**config.mk**
```make
export PLATFORM = sky130hd
export DESIGN_NAME = truth_table_scanner_flat
export DESIGN_NICKNAME = d
export VERILOG_FILES = /design/src/rtl/truth_table_scanner_pkg.sv /design/src/rtl/truth_table_scanner_if.sv /design/src/rtl/truth_table_scanner_settle_timer.sv /design/src/rtl/truth_table_scanner.sv /design/src/flat_wrapper.sv
export SDC_FILE = /design/constraint.sdc
export NUM_CORES = 1
export LEC_CHECK = 0
export CAP_MARGIN = 10
export CORE_AREA = 8 8 57 59
export CTS_BUF_LIST = sky130_fd_sc_hd__clkbuf_2
export DETAILED_ROUTE_END_ITERATION = 12
export DIE_AREA = 0 0 65 67
export GPL_TIMING_DRIVEN = 0
export PLACE_DENSITY = 0.76
export SLEW_MARGIN = 10
export SYNTH_ARGS = -nofsm -noshare
export SYNTH_HDL_FRONTEND = slang
export SYNTH_HIERARCHICAL = 1
export SYNTH_SLANG_ARGS = --single-unit
```
**constraint.sdc**
```tcl
create_clock -name clk -period 1.85 [get_ports clk]
set_clock_uncertainty 0.1 [all_clocks]
set_input_delay 0.37 -clock clk [delete_from_list [all_inputs] [get_ports clk]]
set_output_delay 0.37 -clock clk [all_outputs]
set_load 0.01 [all_outputs]
```
**src/rtl/truth_table_scanner_pkg.sv**
```systemverilog
// scanner_pkg: shared types and sizing helpers for truth_table_scanner.
//   state_t   : scan FSM states
//   TABLE_W   : table width for the default 3-input configuration
//   table_w() : table width for an arbitrary input count
//   settle_w(): width of the settle down-counter
package scanner_pkg;

  typedef enum logic [1:0] {
    IDLE   = 2'd0,
    DRIVE  = 2'd1,
    SAMPLE = 2'd2,
    DONE   = 2'd3
  } state_t;

  localparam int N_IN_DEF = 3;
  localparam int TABLE_W  = 2**N_IN_DEF;

  function automatic int table_w(input int n);
    return 2**n;
  endfunction

  // The counter holds SETTLE_CYCLES, so it needs clog2(SETTLE_CYCLES+1) bits.
  // The result is clamped to 1 so a bad parameter still elaborates far
  // enough to reach the explicit range check in the top.
  function automatic int settle_w(input int s);
    return (s < 1) ? 1 : $clog2(s + 1);
  endfunction

endpackage

```
**src/rtl/truth_table_scanner_if.sv**
```systemverilog
// truth_table_scanner_if: stimulus/capture bus between the scanner and the
// bench or board logic that owns the circuit-under-test.
//   start            : single-cycle scan request (master -> scanner)
//   y_in             : circuit output, combinational from bcd_out (master -> scanner)
//   bcd_out          : {B,C,D} drive vector (scanner -> master)
//   busy, done, pass : scan status (scanner -> master)
//   table_out        : captured truth table (scanner -> master)
//   mismatch         : table_out ^ expected table (scanner -> master)
//   fail_sticky      : latched failure flag, present only when
//                      SCANNER_CONTINUOUS_EN is defined
interface truth_table_scanner_if #(
  parameter int N_IN = 3
);
  localparam int TW = 2**N_IN;

  logic            start;
  logic            y_in;
  logic [N_IN-1:0] bcd_out;
  logic            busy;
  logic            done;
  logic            pass;
  logic [TW-1:0]   table_out;
  logic [TW-1:0]   mismatch;
`ifdef SCANNER_CONTINUOUS_EN
  logic            fail_sticky;

  modport master (
    output start, y_in,
    input  bcd_out, busy, done, pass, table_out, mismatch, fail_sticky
  );
  modport slave (
    input  start, y_in,
    output bcd_out, busy, done, pass, table_out, mismatch, fail_sticky
  );
`else
  modport master (
    output start, y_in,
    input  bcd_out, busy, done, pass, table_out, mismatch
  );
  modport slave (
    input  start, y_in,
    output bcd_out, busy, done, pass, table_out, mismatch
  );
`endif

endinterface

```
**src/rtl/truth_table_scanner_settle_timer.sv**
```systemverilog
// scan_settle_timer: loadable down-counter that times how long bcd_out is
// held before y_in is sampled.
//   clk      : rising-edge clock
//   rst      : synchronous active-high reset
//   i_load   : load i_val (takes priority over counting)
//   i_val    : load value
//   o_expire : high during the last counted cycle (count == 1)
// Loaded on the edge that enters DRIVE with the settle length L, it reads
// L, L-1, ..., 1, so o_expire rises on the L-th DRIVE cycle.
module scan_settle_timer #(
  parameter int W = 1
) (
  input  logic         clk,
  input  logic         rst,
  input  logic         i_load,
  input  logic [W-1:0] i_val,
  output logic         o_expire
);

  logic [W-1:0] r_cnt;

  always_ff @(posedge clk) begin
    if (rst)                r_cnt <= '0;
    else if (i_load)        r_cnt <= i_val;
    else if (r_cnt != '0)   r_cnt <= r_cnt - W'(1);
  end

  assign o_expire = (r_cnt == W'(1));

endmodule

```
**src/rtl/truth_table_scanner.sv**
```systemverilog
// truth_table_scanner: steps a circuit-under-test through every input code
// {B,C,D} = 0 .. 2^N_IN-1, samples its output Y after a settle delay, builds
// the truth table and compares it with EXPECTED.
//   clk  : rising-edge clock
//   rst  : synchronous active-high reset
//   bus  : truth_table_scanner_if.slave (start, y_in in; bcd_out, busy, done,
//          pass, table_out, mismatch [, fail_sticky] out)
// Parameters: N_IN (1..6), SETTLE_CYCLES (>= 1), EXPECTED (2^N_IN bits).
// Build option SCANNER_CONTINUOUS_EN: DONE loops straight back to DRIVE so
// scans repeat forever after the first start, and fail_sticky latches any
// failing scan until rst. Because DONE costs one cycle, the repeat period is
// 2^N_IN*(SETTLE_CYCLES+1)+1 clocks.
module truth_table_scanner
  import scanner_pkg::*;
#(
  parameter int                     N_IN          = 3,
  parameter int                     SETTLE_CYCLES = 1,
  parameter logic [(2**N_IN)-1:0]   EXPECTED      = 8'b1010_0010
) (
  input logic                   clk,
  input logic                   rst,
  truth_table_scanner_if.slave  bus
);

  localparam int                TBL_W    = table_w(N_IN);
  localparam int                CNT_W    = settle_w(SETTLE_CYCLES);
  localparam logic [CNT_W-1:0]  SETTLE_V = CNT_W'(SETTLE_CYCLES);
  localparam logic [N_IN-1:0]   LAST     = N_IN'(TBL_W - 1);

  if (SETTLE_CYCLES < 1) begin : g_bad_settle
    $error("truth_table_scanner: SETTLE_CYCLES must be at least 1");
  end
  if (N_IN < 1 || N_IN > 6) begin : g_bad_nin
    $error("truth_table_scanner: N_IN must be in 1..6");
  end

  state_t           r_state;
  logic [N_IN-1:0]  r_idx;      // current code; doubles as bcd_out
  logic [TBL_W-1:0] r_table;
  logic [TBL_W-1:0] r_mis;
  logic             r_busy;
  logic             r_done;
  logic             r_pass;
`ifdef SCANNER_CONTINUOUS_EN
  logic             r_fail_sticky;
`endif

  logic             w_load;
  logic             w_expire;
  logic             w_last;
  logic [TBL_W-1:0] w_final;

  assign w_last = (r_idx == LAST);

  // Table including the sample being taken this cycle, so pass/mismatch can
  // be registered on the same edge that writes the last bit.
  always_comb begin
    w_final        = r_table;
    w_final[r_idx] = bus.y_in;
  end

  // Reload the settle timer on every edge that enters DRIVE.
  always_comb begin
    w_load = 1'b0;
    case (r_state)
      IDLE:    w_load = bus.start;
      SAMPLE:  w_load = !w_last;
`ifdef SCANNER_CONTINUOUS_EN
      DONE:    w_load = 1'b1;
`endif
      default: w_load = 1'b0;
    endcase
  end

  scan_settle_timer #(.W(CNT_W)) u_settle (
    .clk      (clk),
    .rst      (rst),
    .i_load   (w_load),
    .i_val    (SETTLE_V),
    .o_expire (w_expire)
  );

  always_ff @(posedge clk) begin
    if (rst) begin
      r_state       <= IDLE;
      r_idx         <= '0;
      r_table       <= '0;
      r_mis         <= '0;
      r_busy        <= 1'b0;
      r_done        <= 1'b0;
      r_pass        <= 1'b0;
`ifdef SCANNER_CONTINUOUS_EN
      r_fail_sticky <= 1'b0;
`endif
    end else begin
      r_done <= 1'b0;
      case (r_state)
        IDLE: begin
          if (bus.start) begin
            r_state <= DRIVE;
            r_idx   <= '0;
            r_table <= '0;
            r_mis   <= '0;
            r_pass  <= 1'b0;
            r_busy  <= 1'b1;
          end
        end
        DRIVE: begin
          if (w_expire) r_state <= SAMPLE;
        end
        SAMPLE: begin
          r_table <= w_final;
          if (w_last) begin
            // index stays at the last code; no wrap
            r_state <= DONE;
            r_done  <= 1'b1;
            r_pass  <= (w_final == EXPECTED);
            r_mis   <= w_final ^ EXPECTED;
`ifdef SCANNER_CONTINUOUS_EN
            if (w_final != EXPECTED) r_fail_sticky <= 1'b1;
`endif
          end else begin
            r_idx   <= r_idx + N_IN'(1);
            r_state <= DRIVE;
          end
        end
        DONE: begin
          // start seen here is dropped: the scanner is still busy
          r_idx <= '0;
`ifdef SCANNER_CONTINUOUS_EN
          r_state <= DRIVE;
          r_table <= '0;
`else
          r_state <= IDLE;
          r_busy  <= 1'b0;
`endif
        end
        default: r_state <= IDLE;
      endcase
    end
  end

  assign bus.bcd_out     = r_idx;
  assign bus.busy        = r_busy;
  assign bus.done        = r_done;
  assign bus.pass        = r_pass;
  assign bus.table_out   = r_table;
  assign bus.mismatch    = r_mis;
`ifdef SCANNER_CONTINUOUS_EN
  assign bus.fail_sticky = r_fail_sticky;
`endif

endmodule
```
**src/flat_wrapper.sv**
```systemverilog
// flat-port wrapper written by rule: the top's interface ports become plain ports
module truth_table_scanner_flat import scanner_pkg::*;
#(
  parameter int                     N_IN          = 3,
  parameter int                     SETTLE_CYCLES = 1,
  parameter logic [(2**N_IN)-1:0]   EXPECTED      = 8'b1010_0010
)
  (clk, rst, bus_start, bus_y_in, bus_bcd_out, bus_busy, bus_done, bus_pass, bus_table_out, bus_mismatch);
  truth_table_scanner_if #(.N_IN(N_IN)) bus_i ();
  input logic clk;
  input logic rst;
  input wire logic [$bits(bus_i.start)-1:0] bus_start;
  input wire logic [$bits(bus_i.y_in)-1:0] bus_y_in;
  output wire logic [$bits(bus_i.bcd_out)-1:0] bus_bcd_out;
  output wire logic [$bits(bus_i.busy)-1:0] bus_busy;
  output wire logic [$bits(bus_i.done)-1:0] bus_done;
  output wire logic [$bits(bus_i.pass)-1:0] bus_pass;
  output wire logic [$bits(bus_i.table_out)-1:0] bus_table_out;
  output wire logic [$bits(bus_i.mismatch)-1:0] bus_mismatch;
  assign bus_i.start = bus_start;
  assign bus_i.y_in = bus_y_in;
  assign bus_bcd_out = bus_i.bcd_out;
  assign bus_busy = bus_i.busy;
  assign bus_done = bus_i.done;
  assign bus_pass = bus_i.pass;
  assign bus_table_out = bus_i.table_out;
  assign bus_mismatch = bus_i.mismatch;
  truth_table_scanner #(.N_IN(N_IN), .SETTLE_CYCLES(SETTLE_CYCLES), .EXPECTED(EXPECTED)) u_core (.clk(clk), .rst(rst), .bus(bus_i));
endmodule
```
* Yosys cells after proc, flatten, opt, wreduce, memory -nomap -nowiden
Index checks and enable logic that the tools add are counted.
** Word-level totals
- Logic and storage cells :: 58
- Input bits :: 4
- Register bits :: 25
** Cells by class
- Magnitude comparators :: 2
- Reduce and logical (&&, ||, !) cells :: 12
- $add $sub $neg :: 2
- Bitwise logic cells :: 2
- Eq/ne operators :: 9
- Muxes and demuxes :: 23
** Operators by type and width (number)
- 8-bit one-hot mux with 2 select lines :: 2
- 8-bit two-way mux :: 2
- 3-bit one-hot mux with 3 select lines :: 1
- 8-bit bitwise mux :: 1
- 8-bit == test, second input constant :: 1
- 2-bit one-hot mux with 4 select lines :: 1
- 1-bit two-way mux :: 7
- 2-bit two-way mux :: 3
- 3-bit two-way mux :: 2
- 2-bit inequality test, second input constant :: 3
- 1-bit one-hot mux with 2 select lines :: 3
- 2-bit AND reduction :: 3
- 3-bit AND reduction :: 2
- 2-bit == test, second input constant :: 2
- 3-bit by 4-bit < comparator with 1-bit output, second input constant :: 1
- 2-bit nonzero test :: 2
- 3-bit by 1-bit adder with 3-bit output, second input constant :: 1
- 1-bit demux with 3-bit select :: 1
- 3-bit == test, second input constant :: 1
- 3-bit by 1-bit greater-or-equal comparator with 1-bit output, second input constant :: 1
- 3-bit NOT :: 1
- 3-bit nonzero test :: 1
- 2-bit by 1-bit == test with 1-bit output, second input constant :: 1
- 2-bit logical NOT :: 1
- 6 further kinds :: 6

* Longest topological paths before layout
- Depth in word-level cells :: 8
- Gate-level depth with buffers :: 7
- Gate-level depth less buffers :: 7

* Cells and area by module
The synthesis kept the hierarchy.
** By module, submodules not included
- truth_table_scanner :: sequential area each 480.5 sq um, area each 1116.1 sq um, cells an instance 134, times used 1
- scan_settle_timer :: sequential area each 20.0 sq um, area each 28.8 sq um, cells an instance 2, times used 1

* Least setup slack after synthesis
No wires, ideal clock.
- Kind :: flip-flop to flip-flop
- From :: register u_core.r_idx[0] (netlist: u_core/bus.bcd_out[0])
- To :: register u_core.r_pass (netlist: u_core/bus.pass)
- Setup time :: 0.069 ns
- Path buffers :: 0
- Data arrival time :: 1.490 ns
- Period minus slack after synthesis :: 1.659 ns
- Cell stages (with the launch flop) :: 7
- Path slack :: 0.191 ns
- Cells stage by stage :: dfxtp_1 > ha_1 > ha_1 > or3b_4 > nor2_1 > nand4_1 > o21ai_1
** On the way
- Elaborated cells between the ends (all ways) :: 12
- Those cells by class :: order compare: 2; eq/ne: 3; mux: 5; reduce/logical: 2
** RTL lines
- from (decl) :: RTL line truth_table_scanner.sv:38 : logic [N_IN-1:0] r_idx;
- from (signal assigned) :: RTL line truth_table_scanner.sv:123 : r_idx <= r_idx + N_IN'(1);
- 3-bit == test :: RTL line truth_table_scanner.sv:53 : assign w_last = (r_idx == LAST);
- named net u_core.w_last :: RTL line truth_table_scanner.sv:50 : logic w_last;
- 2-bit by 1-bit inequality test with 1-bit output (no source line)
- 3-bit AND reduction (no source line)
- to (signal assigned) :: RTL line truth_table_scanner.sv:117 : r_pass <= (w_final == EXPECTED);
- to (decl) :: RTL line truth_table_scanner.sv:43 : logic r_pass;
The timed path passes the listed nets, and every way through them passes these cells. The select of a mux whose other input is x is not followed.
A chain may end at the register's enable or synchronous reset.

* Worst setup path after layout
- From :: register u_core.r_table[5] (netlist: u_core/bus.table_out[5])
- To :: output bus_table_out[5]
** RTL lines
- from (decl) :: RTL line truth_table_scanner.sv:39 : logic [TBL_W-1:0] r_table;
- from (signal assigned) :: RTL line truth_table_scanner.sv:112 : r_table <= w_final;
- to (decl) :: RTL line flat_wrapper.sv:18 : output wire logic [$bits(bus_i.table_out)-1:0] bus_table_out;
No word-level cell between the ends.

==> impl_metrics.tcl <==
set metrics [dict create \
    initial_core_util 0.484 \
    num_rows 18 \
    multi_input_area_um2 588 \
    grt_first_pass_wirelength_mm 4.60 \
    critical_path_end_type "primary output" \
    layout.cells.most_common_list "clkdlybuf4s50_1 (24), nor2_1 (24), dfxtp_1 (20)" \
    path_max_fanout 3 \
    io_buffers 24 \
    finish.instance_area_mm2 0.00146 \
    power.switching_fraction 0.232 \
    worst-setup-path-type "reg -> out" \
    placed_cells 190 \
    drtAntennaViolNets 0 \
    cp.buffers_inverters 1 \
    worst_slew_pin_slew_ns 0.780 \
    setup_viol 0 \
    final.setup.tns_ns 0 \
    register_area_um2 507 \
    leakage_power_nw 0.551 \
    number_of_inserted_diodes 0 \
    clockRootBuffer "clkbuf_2" \
    synthesis.area_mm2 0.00114 \
    min_cycle_time_layout_ns 1.75 \
    timing.critical_path.depth 1 \
    grt-ovfl-total 0 \
    synth_cell_type_count 32 \
    worst_setup_hold_path_clk_slew_ns 0.21 \
    grt_use_total 0.129 \
    core_region_area_mm2 0.00236 \
    die_h_um 67 \
    power.density_mw_per_mm2 559 \
    sequential_cell_fraction_of_total_power 0.674 \
    grt_busiest_layer "met2" \
    p_switching_mw 0.189 \
    clock_tree.buffer_depth 2 \
    final.period_utilization 0.949 \
    wl_per_cell_um 13.5 \
    fmaxAchievable_mhz 570 \
    via_per_inst 5.20 \
    numCtsBuffers 3 \
    tritoncts "built" \
    worstSkewPairLatency_ns 0.32 \
    max_cap_violations 0 \
    vias_in_the_first_global_route 1039 \
    grt_util_met1 0.141 \
    post-layout-total-power_mw 0.815 \
    cp_top_family "buffers and inverters" \
    cell_depth_of_the_worst_min_delay_path 2 \
    tritoncts_num_sinks 25 \
    p_comb_frac 0.077 \
    route.final.wire_length_mm 2.62 \
    hold_violations 0 \
    power.clock.fraction 0.249 \
    worst_slew_margin_rel 0.479 \
    final_cell_count_no_fill 194 \
    ff2ff_path_depth 6 \
    yosys_register_bits 25 \
    yosys_warnings 6 \
    timing.hold.worst.class "reg -> reg" \
    power.ir.vdd_worst_uv 476 \
    h-tree-depth 1 \
    synthesis.instances 136 \
    width_of_the_chip_um 65 \
    die_area_mm2 0.00436 \
    fraction_of_final_layout_cells_sized_beyond_drive_strength_1 0.122 \
    placed_cell_area_mm2 0.00142 \
    grt_start_max_net_pins 14 \
    timing.critical_path.slowest_cell_delay_ns 0.55 \
    num_io_pins 26 \
    gp_congestion 0.857 \
    dp_hpwl_mm 1.98 \
    grtUsageMet3 0.0235 \
    drt-pass1-iter-count 4 \
    path_cells "clkdlybuf4s50_1" \
    antenna_violations_before_repair 0 \
    reg2reg_slack_ns 0.11 \
    crit_path_arrival_time_ns 1.28 \
    synth_seq_area_share 0.437 \
    fillCellCount 229 \
    kind_of_start_point_of_the_critical_path "flip-flop" \
    nets 171 \
    groute.layer.met2.usage 0.236 \
    final_max_slew_viol_count 0 \
    drtIter0Drc 32 \
    detailroute.via_count 1009 \
    postSynthNetCount 142 \
    run_status "completed" \
    area_delta_synth_final_pct 27.4 \
    critical_path_required_time_ns 1.38 \
    critical_path.slowest_cell "clkdlybuf4s50_1" \
    p_int_mw 0.626 \
    route.detailed.drc 0 \
    syn_avg_cell_area_um2 8.42 \
]
registers in the layout (all words and copies together) (netlist names):
signal and flops:
u_core/bus.bcd_out 3, u_core/bus.table_out 8, u_core/u_settle/o_expire 1, u_core/bus.pass 1, u_core/bus.done 1, u_core/r_state 2, u_core/bus.mismatch 8, u_core/bus.busy 1
path summary, 6_finish.rpt:
path / start / endpoint
setup / recovery: u_core/bus.table_out[5] / bus_table_out[5]
hold / removal: u_core/bus.pass / u_core/bus.pass
setup reg to reg: u_core/bus.bcd_out[1] / u_core/bus.pass
hold reg to reg: u_core/bus.pass / u_core/bus.pass
cells in the mapped netlist (all sizes together):
library cell,number,area (um2)
nand2,9,33.8
inv,4,15.0
nand4,1,6.26
nand2b,5,38.8
a21oi,16,80.1
nand3,2,10.0
mux2,1,11.3
a22o,3,26.3
nand3b,3,22.5
a2bb2oi,1,8.76
nor4,1,6.26
nor3,1,5.00
or3b,1,11.3
ha,2,25.0
conb,1,3.75
dfxtp,25,500
o21ai,7,35.0
nor4b,2,17.5
mux2i,8,80.1
nor2,25,93.8
nor2b,2,12.5
and3b,1,8.76
buf,5,33.8
a22oi,1,7.51
o21bai,1,7.51
o22ai,1,6.26
clkbuf,4,15.0
nor3b,3,22.5
cells by family after synthesis:
group / Yosys count / share of synthesized area
mux: 9 / 0.0798
compound gates: 30 / 0.150
buf+inv: 13 / 0.0557
other cells: 1 / 0.00328
flops: 25 / 0.437
simple gates: 56 / 0.252
fa+ha+maj: 2 / 0.0219
layout make-up:
type	instances	area share
Sequential cell	25	0.347
Buffer	9	0.0352
Multi-Input combinational cell	98	0.403
Inverter	4	0.0103
Tap cell	30	0.0257
Timing Repair Buffer	24	0.165
Clock buffer	4	0.0137
power groups by stage:
stage / sequential, mW / combinational (mW) / clock [mW]
global route: 0.551 / 0.0700 / 0.235
finish: 0.549 / 0.0631 / 0.203
detailed placement: 0.560 / 0.0614 / 0
global placement: 0.560 / 0.0608 / 0
CTS: 0.550 / 0.0624 / 0.216
floorplan: 0.561 / 0.0397 / 0
per-layer routing:
metal,vias to the layer above,wire (um)
met5,-,0
met4,0,27
met3,2,95
met2,15,1350
met1,472,1150
li1,520,-
through the flow:
step                setup WS, ns   util  hold WS (ns)
finish                    0.0951  0.617         0.365
global route           -0.000581  0.617         0.412
CTS                       0.0198  0.611         0.370
detailed placement        -0.133  0.602         0.347
global placement          -0.104  0.602         0.344
floorplan                  0.191      -         0.370
timing repair:
| item | CTS | global route |
|---|---|---|
| hold buffers | 0 | 0 |
| gates resized for setup | 1 | 8 |
| endpoints found under the setup margin | 2 | 7 |
| setup buffers | 0 | 0 |
Note: power is estimated with default switching activity, not from simulation.
